==> src/rtl/rsa_modexp_engine.sv <==
// rtl/rsa_modexp_engine.sv - modular exponentiation engine, res = base^e mod n
//
// Left-to-right square-and-multiply over a bit-serial interleaved modular
// multiplier. Each modular product takes exactly WIDTH cycles.
//
// Ports:
//   clk, rst_n          rising-edge clock, asynchronous active-low reset
//   cmd_valid/cmd_ready command handshake
//   cmd_type            0 encrypt cmd_data, 1 load e, 2 load n, 3 ignored
//   cmd_data            operand / load value
//   res_valid/res_ready result handshake
//   res_data            base^e mod n (0 on error)
//   res_err             n < 2 at command time
//   busy                exponentiation in progress
module rsa_modexp_engine #(
  parameter int WIDTH      = 16,
  parameter int EXP_WIDTH  = 16,
  parameter int E_RESET    = 17,
  parameter int N_RESET    = 3233,
  parameter int CONST_TIME = 0
) (
  input  logic                 clk,
  input  logic                 rst_n,
  input  logic                 cmd_valid,
  output logic                 cmd_ready,
  input  logic [1:0]           cmd_type,
  input  logic [WIDTH-1:0]     cmd_data,
  output logic                 res_valid,
  input  logic                 res_ready,
  output logic [WIDTH-1:0]     res_data,
  output logic                 res_err,
  output logic                 busy
);

  localparam int CW = (WIDTH > 1) ? $clog2(WIDTH) : 1;
  localparam int BW = (EXP_WIDTH > 1) ? $clog2(EXP_WIDTH) : 1;
  localparam bit CT = (CONST_TIME != 0);

  typedef enum logic [2:0] {S_IDLE, S_REDUCE, S_SQUARE, S_MULT, S_DONE} state_t;

  state_t               state;
  logic [EXP_WIDTH-1:0] e_reg;
  logic [EXP_WIDTH-1:0] e_sh;
  logic [WIDTH-1:0]     n_reg;
  logic [BW-1:0]        bit_cnt;
  logic [WIDTH-1:0]     acc;
  logic [WIDTH-1:0]     base_r;
  logic [WIDTH-1:0]     mm_r;
  logic [CW-1:0]        mm_cnt;
  logic                 prime;

  // Multiplier operand selection per phase. REDUCE multiplies the raw base by 1,
  // so the base is the scanned operand and the added term is always < n.
  logic [WIDTH-1:0] mm_mplier;
  logic [WIDTH-1:0] mm_mcand;
  logic             mm_bit;
  logic [WIDTH:0]   r2;
  logic             r2_ge;
  logic [WIDTH-1:0] r2s;
  logic [WIDTH:0]   r3;
  logic             r3_ge;
  logic [WIDTH-1:0] mm_next;
  logic [WIDTH-1:0] new_acc;
  logic             take_mult;

  always_comb begin
    mm_mplier = acc;
    mm_mcand  = acc;
    if (state == S_REDUCE) begin
      mm_mplier = base_r;
      mm_mcand  = WIDTH'(1);
    end else if (state == S_MULT) begin
      mm_mcand  = base_r;
    end
  end

  // One interleaved step: R = 2R mod n, then R = (R + bit*mcand) mod n.
  // Both intermediate sums are < 2n, so one conditional subtract suffices and
  // the true result always fits in WIDTH bits.
  always_comb begin
    mm_bit  = mm_mplier[mm_cnt];
    r2      = {mm_r, 1'b0};
    r2_ge   = (r2 >= {1'b0, n_reg});
    r2s     = r2_ge ? (r2[WIDTH-1:0] - n_reg) : r2[WIDTH-1:0];
    r3      = {1'b0, r2s} + (mm_bit ? {1'b0, mm_mcand} : '0);
    r3_ge   = (r3 >= {1'b0, n_reg});
    mm_next = r3_ge ? (r3[WIDTH-1:0] - n_reg) : r3[WIDTH-1:0];
  end

  // Accumulator value at the end of the current phase; in constant-time mode
  // the multiply for a 0 bit is performed but its product is dropped here.
  always_comb begin
    new_acc = acc;
    if (state == S_SQUARE) begin
      new_acc = mm_next;
    end else if (state == S_MULT && e_sh[EXP_WIDTH-1]) begin
      new_acc = mm_next;
    end
  end

  assign take_mult = e_sh[EXP_WIDTH-1] || CT;

  always_ff @(posedge clk or negedge rst_n) begin
    if (!rst_n) begin
      state     <= S_IDLE;
      e_reg     <= EXP_WIDTH'(E_RESET);
      n_reg     <= WIDTH'(N_RESET);
      e_sh      <= '0;
      bit_cnt   <= '0;
      acc       <= '0;
      base_r    <= '0;
      mm_r      <= '0;
      mm_cnt    <= '0;
      prime     <= 1'b0;
      cmd_ready <= 1'b1;
      res_valid <= 1'b0;
      res_data  <= '0;
      res_err   <= 1'b0;
      busy      <= 1'b0;
    end else begin
      case (state)
        S_IDLE: begin
          if (cmd_valid && cmd_ready) begin
            case (cmd_type)
              2'd0: begin
                cmd_ready <= 1'b0;
                if (n_reg < WIDTH'(2)) begin
                  // Error result is presented from DONE one cycle later.
                  state <= S_DONE;
                end else begin
                  state   <= S_REDUCE;
                  busy    <= 1'b1;
                  base_r  <= cmd_data;
                  acc     <= WIDTH'(1);
                  e_sh    <= e_reg;
                  bit_cnt <= BW'(EXP_WIDTH - 1);
                  mm_r    <= '0;
                  mm_cnt  <= CW'(WIDTH - 1);
                  // One setup cycle before the first multiplier step.
                  prime   <= 1'b1;
                end
              end
              2'd1: e_reg <= cmd_data[EXP_WIDTH-1:0];
              2'd2: n_reg <= cmd_data;
              default: ;
            endcase
          end
        end

        S_REDUCE, S_SQUARE, S_MULT: begin
          if (prime) begin
            prime <= 1'b0;
          end else if (mm_cnt != '0) begin
            mm_r   <= mm_next;
            mm_cnt <= mm_cnt - 1'b1;
          end else begin
            mm_r   <= '0;
            mm_cnt <= CW'(WIDTH - 1);
            acc    <= new_acc;
            if (state == S_REDUCE) begin
              base_r <= mm_next;
              state  <= S_SQUARE;
            end else if (state == S_SQUARE && take_mult) begin
              state <= S_MULT;
            end else if (bit_cnt == '0) begin
              state     <= S_DONE;
              busy      <= 1'b0;
              res_valid <= 1'b1;
              res_err   <= 1'b0;
              res_data  <= new_acc;
            end else begin
              bit_cnt <= bit_cnt - 1'b1;
              e_sh    <= e_sh << 1;
              state   <= S_SQUARE;
            end
          end
        end

        S_DONE: begin
          if (!res_valid) begin
            // Only the n < 2 path arrives here without a result.
            res_valid <= 1'b1;
            res_err   <= 1'b1;
            res_data  <= '0;
          end else if (res_ready) begin
            res_valid <= 1'b0;
            cmd_ready <= 1'b1;
            state     <= S_IDLE;
          end
        end

        default: state <= S_IDLE;
      endcase
    end
  end

endmodule

==> config.mk <==
export PLATFORM = sky130hd
export DESIGN_NAME = rsa_modexp_engine
export DESIGN_NICKNAME = d
export VERILOG_FILES = /design/src/rtl/rsa_modexp_engine.sv
export SDC_FILE = /design/constraint.sdc
export NUM_CORES = 1
export LEC_CHECK = 0
export BUFFER_PORTS_ARGS = -buffer_cell sky130_fd_sc_hd__buf_2
export CORE_AREA = 2 2 159 161
export CTS_CLUSTER_SIZE = 28
export DETAILED_ROUTE_END_ITERATION = 12
export DIE_AREA = 0 0 161 163
export RECOVER_POWER = 50
export SYNTH_ARGS = -nofsm -noshare
export SYNTH_HDL_FRONTEND = slang
export SYNTH_SLANG_ARGS = --single-unit
==> constraint.sdc <==
create_clock -name clk -period 14 [get_ports clk]
set_clock_uncertainty 0.2 [all_clocks]
set_input_delay 2.1 -clock clk [delete_from_list [all_inputs] [get_ports clk]]
set_output_delay 2.1 -clock clk [all_outputs]
set_load 0.005 [all_outputs]
### Yosys cells after proc, flatten, opt, wreduce, memory -nomap -nowiden

Cells that the tools add are included.

| word-level totals | value |
|---|---|
| output and inout port bits | 20 |
| word-level logic and storage cells | 159 |
| bits in registers | 128 |
| bits of input ports | 22 |

| operators by class | value |
|---|---|
| $lt $le $gt $ge | 4 |
| equal/unequal tests | 19 |
| reductions and logical operators | 23 |
| muxes and demuxes | 93 |
| add/sub/neg operators | 5 |

Operator list:

| cell | number |
|---|---|
| $mux 16 | 38 |
| $pmux 16 s2 | 5 |
| $mux 4 | 10 |
| $ge 17x16->1 | 2 |
| $sub 16x16->16 | 2 |
| $mux 3 | 10 |
| $ne 2x2->1 const B | 12 |
| $mux 1 | 21 |
| $reduce_and 6->1 | 3 |
| $reduce_and 9->1 | 2 |
| $add 16x16->17 | 1 |
| $lt 16x2->1 const B | 1 |
| $pmux 4 s2 | 2 |
| $reduce_and 7->1 | 2 |
| $pmux 1 s2 | 5 |
| $reduce_and 5->1 | 2 |
| $pmux 3 s3 | 1 |
| $sub 4x1->4 const B | 2 |
| $eq 3x2->1 const B | 2 |
| $reduce_and 3->1 | 2 |
| $reduce_bool 2->1 | 3 |
| $lt 4x5->1 const B | 1 |
| $bmux 1 s4 | 1 |
| $logic_not 4->1 | 1 |
| 11 further kinds | 13 |

### Logic depth before layout (Yosys ltp)

| logic depth | value |
|---|---|
| depth after elaboration | 16 |
| mapped depth | 29 |
| gate-level depth less buffers | 26 |

### Least setup slack after synthesis

OpenSTA, ideal clock, no wires.

| path | value |
|---|---|
| path type | register to register |
| start point | register n_reg[5] |
| end point | register base_r[10] |
| path buffers | 3 |
| data required time | 13.682 ns |
| cell stages (with the launch flop) | 28 |
| data arrival time | 5.751 ns |
| setup time | 0.118 ns |
| period minus slack after synthesis | 6.069 ns |
| setup slack | 7.931 ns |
| cell sequence | dfstp_2 > inv_1 > ha_1 > nand2_1 > o21ai_0 > a31oi_1 > o21ai_0 > o2111ai_1 > nand2_1 > buf_2 > mux2_2 > ha_1 > o21a_1 > o2111ai_1 > o211ai_2 > a31o_1 > a21oi_2 > xnor2_1 > ha_1 > a21o_1 > nor3_1 > a211oi_2 > and3b_1 > buf_6 > buf_8 > mux2i_1 > a211oi_1 > a21o_1 |

| on the way | value |
|---|---|
| longest elaborated chain between the ends | 9 |
| elaborated cells on any way between the ends | 14 |
| classes of those cells | add/sub: 3; order compare: 3; eq/ne: 1; mux: 6; reduce/logical: 1 |

RTL lines:

| item | line | text |
|---|---|---|
| start, declared | 44 | `logic [WIDTH-1:0] n_reg;` |
| start signal, assigned | 107 | `n_reg <= WIDTH'(N_RESET);` |
| start signal, assigned | 144 | `2'd2: n_reg <= cmd_data;` |
| $sub 16x16->16 / $ge 17x16->1 (equally long branches) | 84, 83 |  |
| $mux 16 | 84 | `r2s = r2_ge ? (r2[WIDTH-1:0] - n_reg) : r2[WIDTH-1:0];` |
| $add 16x16->17 | 85 | `r3 = {1'b0, r2s} + (mm_bit ? {1'b0, mm_mcand} : '0);` |
| $sub 16x16->16 / $ge 17x16->1 (equally long branches) | 87, 86 |  |
| $mux 16 | 87 | `mm_next = r3_ge ? (r3[WIDTH-1:0] - n_reg) : r3[WIDTH-1:0];` |
| $mux 16 | 160 | `if (state == S_REDUCE) begin` |
| $mux 16 | 153 | `end else if (mm_cnt != '0) begin` |
| $mux 16 | 151 | `if (prime) begin` |
| $pmux 16 s2 | 121 | `case (state)` |
| end signal, assigned | 133 | `base_r <= cmd_data;` |
| end signal, assigned | 161 | `base_r <= mm_next;` |
| end, declared | 47 | `logic [WIDTH-1:0] base_r;` |

Several ways; a longest one is shown, not always the timed one. The select of a mux whose other input is x is not followed.
A chain may end at the register's enable or synchronous reset.

### Final worst setup path

| path | value |
|---|---|
| start point | register state[2] |
| end point | register base_r[10] |

| on the way | value |
|---|---|
| longest elaborated chain between the ends | 12 |
| elaborated cells on any way between the ends | 27 |
| classes of those cells | add/sub: 2; order compare: 1; eq/ne: 9; mux: 11; reduce/logical: 4 |

RTL lines:

| item | line | text |
|---|---|---|
| start, declared | 41 | `state_t state;` |
| start signal, assigned | 105 | `state <= S_IDLE;` |
| start signal, assigned | 129 | `state <= S_DONE;` |
| start signal, assigned | 131 | `state <= S_REDUCE;` |
| $eq 3x1->1 | 69, 121, 160 |  |
| $mux 16 | 69 | `if (state == S_REDUCE) begin` |
| $bmux 1 s4 | 81 | `mm_bit = mm_mplier[mm_cnt];` |
| $mux 1 (implied by the code) | 81 |  |
| $mux 16 | 85 |  |
| $add 16x16->17 | 85 |  |
| $sub 16x16->16 / $ge 17x16->1 (equally long branches) | 87, 86 |  |
| $mux 16 | 87 |  |
| $mux 16 | 160 |  |
| $mux 16 | 153 |  |
| $mux 16 | 151 |  |
| $pmux 16 s2 | 121 |  |

Several ways; a longest one is shown, not always the timed one. The select of a mux whose other input is x is not followed.

==> results.cfg <==
[run_status]
status = complete, but fails checks
violations = max-capacitance violations, max-slew violations

[final_layout]
final_cell_mix = nand2_1 (127), dfrtp_1 (120), a21oi_1 (70)
fin_nets = 1039
stdcell_count = 1306
antenna_cells = 0
final_common_cell = nand2_1
fin_area_sq_um = 9520
drive_gt1_share_pct = 14.8
syn_to_final_growth_pct = 11.8

[grt]
grt_pass1_vias = 6951
grt_max_degree = 71
grtUsageTotal_pct = 20.1
grt_overflow_total = 0
grt_pass1_wl_um = 40500
antenna_found_initial = 0

[sta]
fmaxAchievable_mhz = 120
slew_viol_final = 131
finalCritPeriodShare_pct = 59.5
relSlewSlack_pct = -146
hold_viol = 0
min_period_ns = 8.33
rsz0062_at_grt = no
setup_tns_ns = 0
timing.final.ws_setup_ns = 5.67
setup_viol = 0
hold-worst-slack_ns = 0.276
tightest_slew_ns = 3.69

[synth]
synthFlopType = dfrtp_1
synth_top_area_cell = dfrtp_1
async_flop_share_pct = 100
ys_top_cells_by_area = dfrtp_1 (35%), ha_1 (7.5%), mux2_2 (6.6%), nand2_1 (5.6%), a21oi_1 (4.1%)
synth_cell_types = 67
synth_edf_count = 0
synth_nets = 1017
synth-seq-cells = 128
ys_seq_area_share_pct = 37.7
synth_cells = 941
synth_top_area_share_pct = 35.3
syn_avg_cell_area_sq_um = 9.05
synthesis.area_sq_um = 8510
yosys_warnings = 0

[placement]
place_ws_ns = 5.84
dp.cells = 1274
postPlaceCellArea_sq_um = 8990
place.gp.congestion = 0.960
port_buffers = 41
hpwlAfterDp_um = 19500

[floorplanning]
die_x_um = 161
pin_count = 42
initial_utilization_pct = 34.5
die_y_um = 163
core.rowCount = 58
fp.dieArea_sq_um = 26200
core_sq_um = 24700

[critical_path]
critPathLaunchType = flip-flop
path_max_fanout = 24
worst_ep_required_time_ns = 14.11
worstPathArrival_ns = 8.44
crit_path_end_kind = flip-flop
worstSetupPathType = reg -> reg

[detailed_routing]
vias = 7318
drtAntennaViolNets = 0
firstDrtPassIters = 8
wl_um = 25800
drt_iter0_drc = 763
wire_per_inst_um = 19.8
via_per_inst = 5.60
drc_errors = 0

[cts]
cts_hold_buf = 0
clock_path_buffers = 2
clk_latency_ns = 0.42
tritoncts = done
cts_buffers = 17
cts_setup_buffers = 0
clock-root-buffer = clkbuf_16
cts_sinks = 128
cts_htree_levels = 4
clkSlewWorstSetupHoldPaths_ns = 0.06
post_cts_resized = 0

[min_path]
hp-class = reg -> reg

[power_and_ir_drop]
ir_worst_vdd_v = 0.000139
leakagePower_nw = 4.16
p_per_area_nw_per_um2 = 197

[flow_run]
cap_violations = 2
[worst max-delay path: stages (launching register included)]
cell and delay [ns]:
dfrtp_1 0.61, nor3b_2 0.87, mux2_2 0.42, a211oi_1 0.29, o21ai_0 0.14, nand3_1 0.14
o21ai_1 0.08, a21oi_2 0.59, nor2_1 0.14, ha_1 0.26, fa_1 0.42, a21oi_1 0.29
o21a_1 0.19, o211ai_2 0.10, a31o_1 0.25, a21oi_2 0.14, xnor2_1 0.18, ha_1 0.36
a21o_1 0.23, nor3_1 0.23, a211oi_2 0.12, and3b_1 0.81, mux2i_1 0.80, a211oi_1 0.17
a21o_1 0.18
[path summary, 6_finish.rpt]
kind                           from          to  slack [ns]  cells past startpoint
min                         res_err     res_err        0.28                      1
max                        state[2]  base_r[10]        5.67                     24
min reg2reg                 res_err     res_err        0.28                      1
min in group asynchronous     rst_n     mm_r[1]        2.54                      1
max in group asynchronous     rst_n    n_reg[2]        6.34                      2
max reg2reg                state[2]  base_r[10]        5.67                     24
[through the flow]
stage	power (mW)	util (%)
3_5_place_dp	1.43	36.4
4_1_cts	1.86	38.7
5_1_grt	1.98	38.6
2_1_floorplan	1.13	-
6_report	1.88	38.6
3_3_place_gp	1.42	36.4
[synthesized netlist by cell type (3+ instances only)]
cell / count
o21a_1: 11
nor2b_1: 7
a211oi_1: 10
and2_1: 5
or3_1: 6
nor3_1: 15
dfrtp_1: 120
dfstp_2: 8
o211ai_1: 26
clkbuf_1: 30
a221o_1: 4
ha_1: 51
nand3_1: 48
a21o_1: 14
o21ai_1: 3
a21oi_1: 70
nor2_1: 58
o31ai_1: 3
a31oi_1: 28
buf_6: 3
fa_1: 3
nand2_1: 127
inv_1: 34
o2111ai_1: 3
mux2i_1: 11
xnor2_1: 23
a22o_1: 7
mux4_2: 6
nand2b_1: 6
and3_1: 11
buf_2: 8
or3b_2: 3
mux2_2: 50
nand4_1: 4
o21bai_1: 6
nor4_1: 6
o21ai_0: 63
xor2_1: 11
[kinds of logic (layout without fill, tap and decap cells)]
| group | count (synthesis) | in the layout | share of synthesized area [%] |
|---|---|---|---|
| AND/OR/NAND/NOR | 311 | 311 | 16.9 |
| buffers and inverters | 80 | 115 | 4.09 |
| flip-flops | 128 | 128 | 37.7 |
| AO/OA/AOI/OAI | 267 | 267 | 20.1 |
| multiplexers | 67 | 67 | 9.49 |
| XOR/XNOR | 34 | 34 | 3.50 |
| adder cells (fa/ha/maj) | 54 | 54 | 8.20 |
[per-layer routing]
| metal | track usage [%] | up-vias | wire length [um] |
|---|---|---|---|
| met5 | 0 | - | 0 |
| met4 | 6.09 | 0 | 648 |
| met3 | 3.64 | 45 | 1540 |
| met2 | 30.0 | 236 | 11300 |
| met1 | 29.5 | 3561 | 12400 |
| li1 | - | 3476 | - |
[cell type report]
cell class	instances	area (sq um)
clock buffer	18	429
clock inverter	14	134
fill	2510	15200
inverter	35	131
multi-input combinational	733	4960
sequential	128	3210
tap	330	413
timing repair buffer	48	236
[where the power goes]
group          total [mW]  internal, mW  switching (mW)
clock network       0.427         0.247           0.180
registers           0.440         0.409          0.0307
logic                1.01         0.338           0.672
total                1.88         0.994           0.882
No activity file was read; power rests on OpenSTA's default activity.
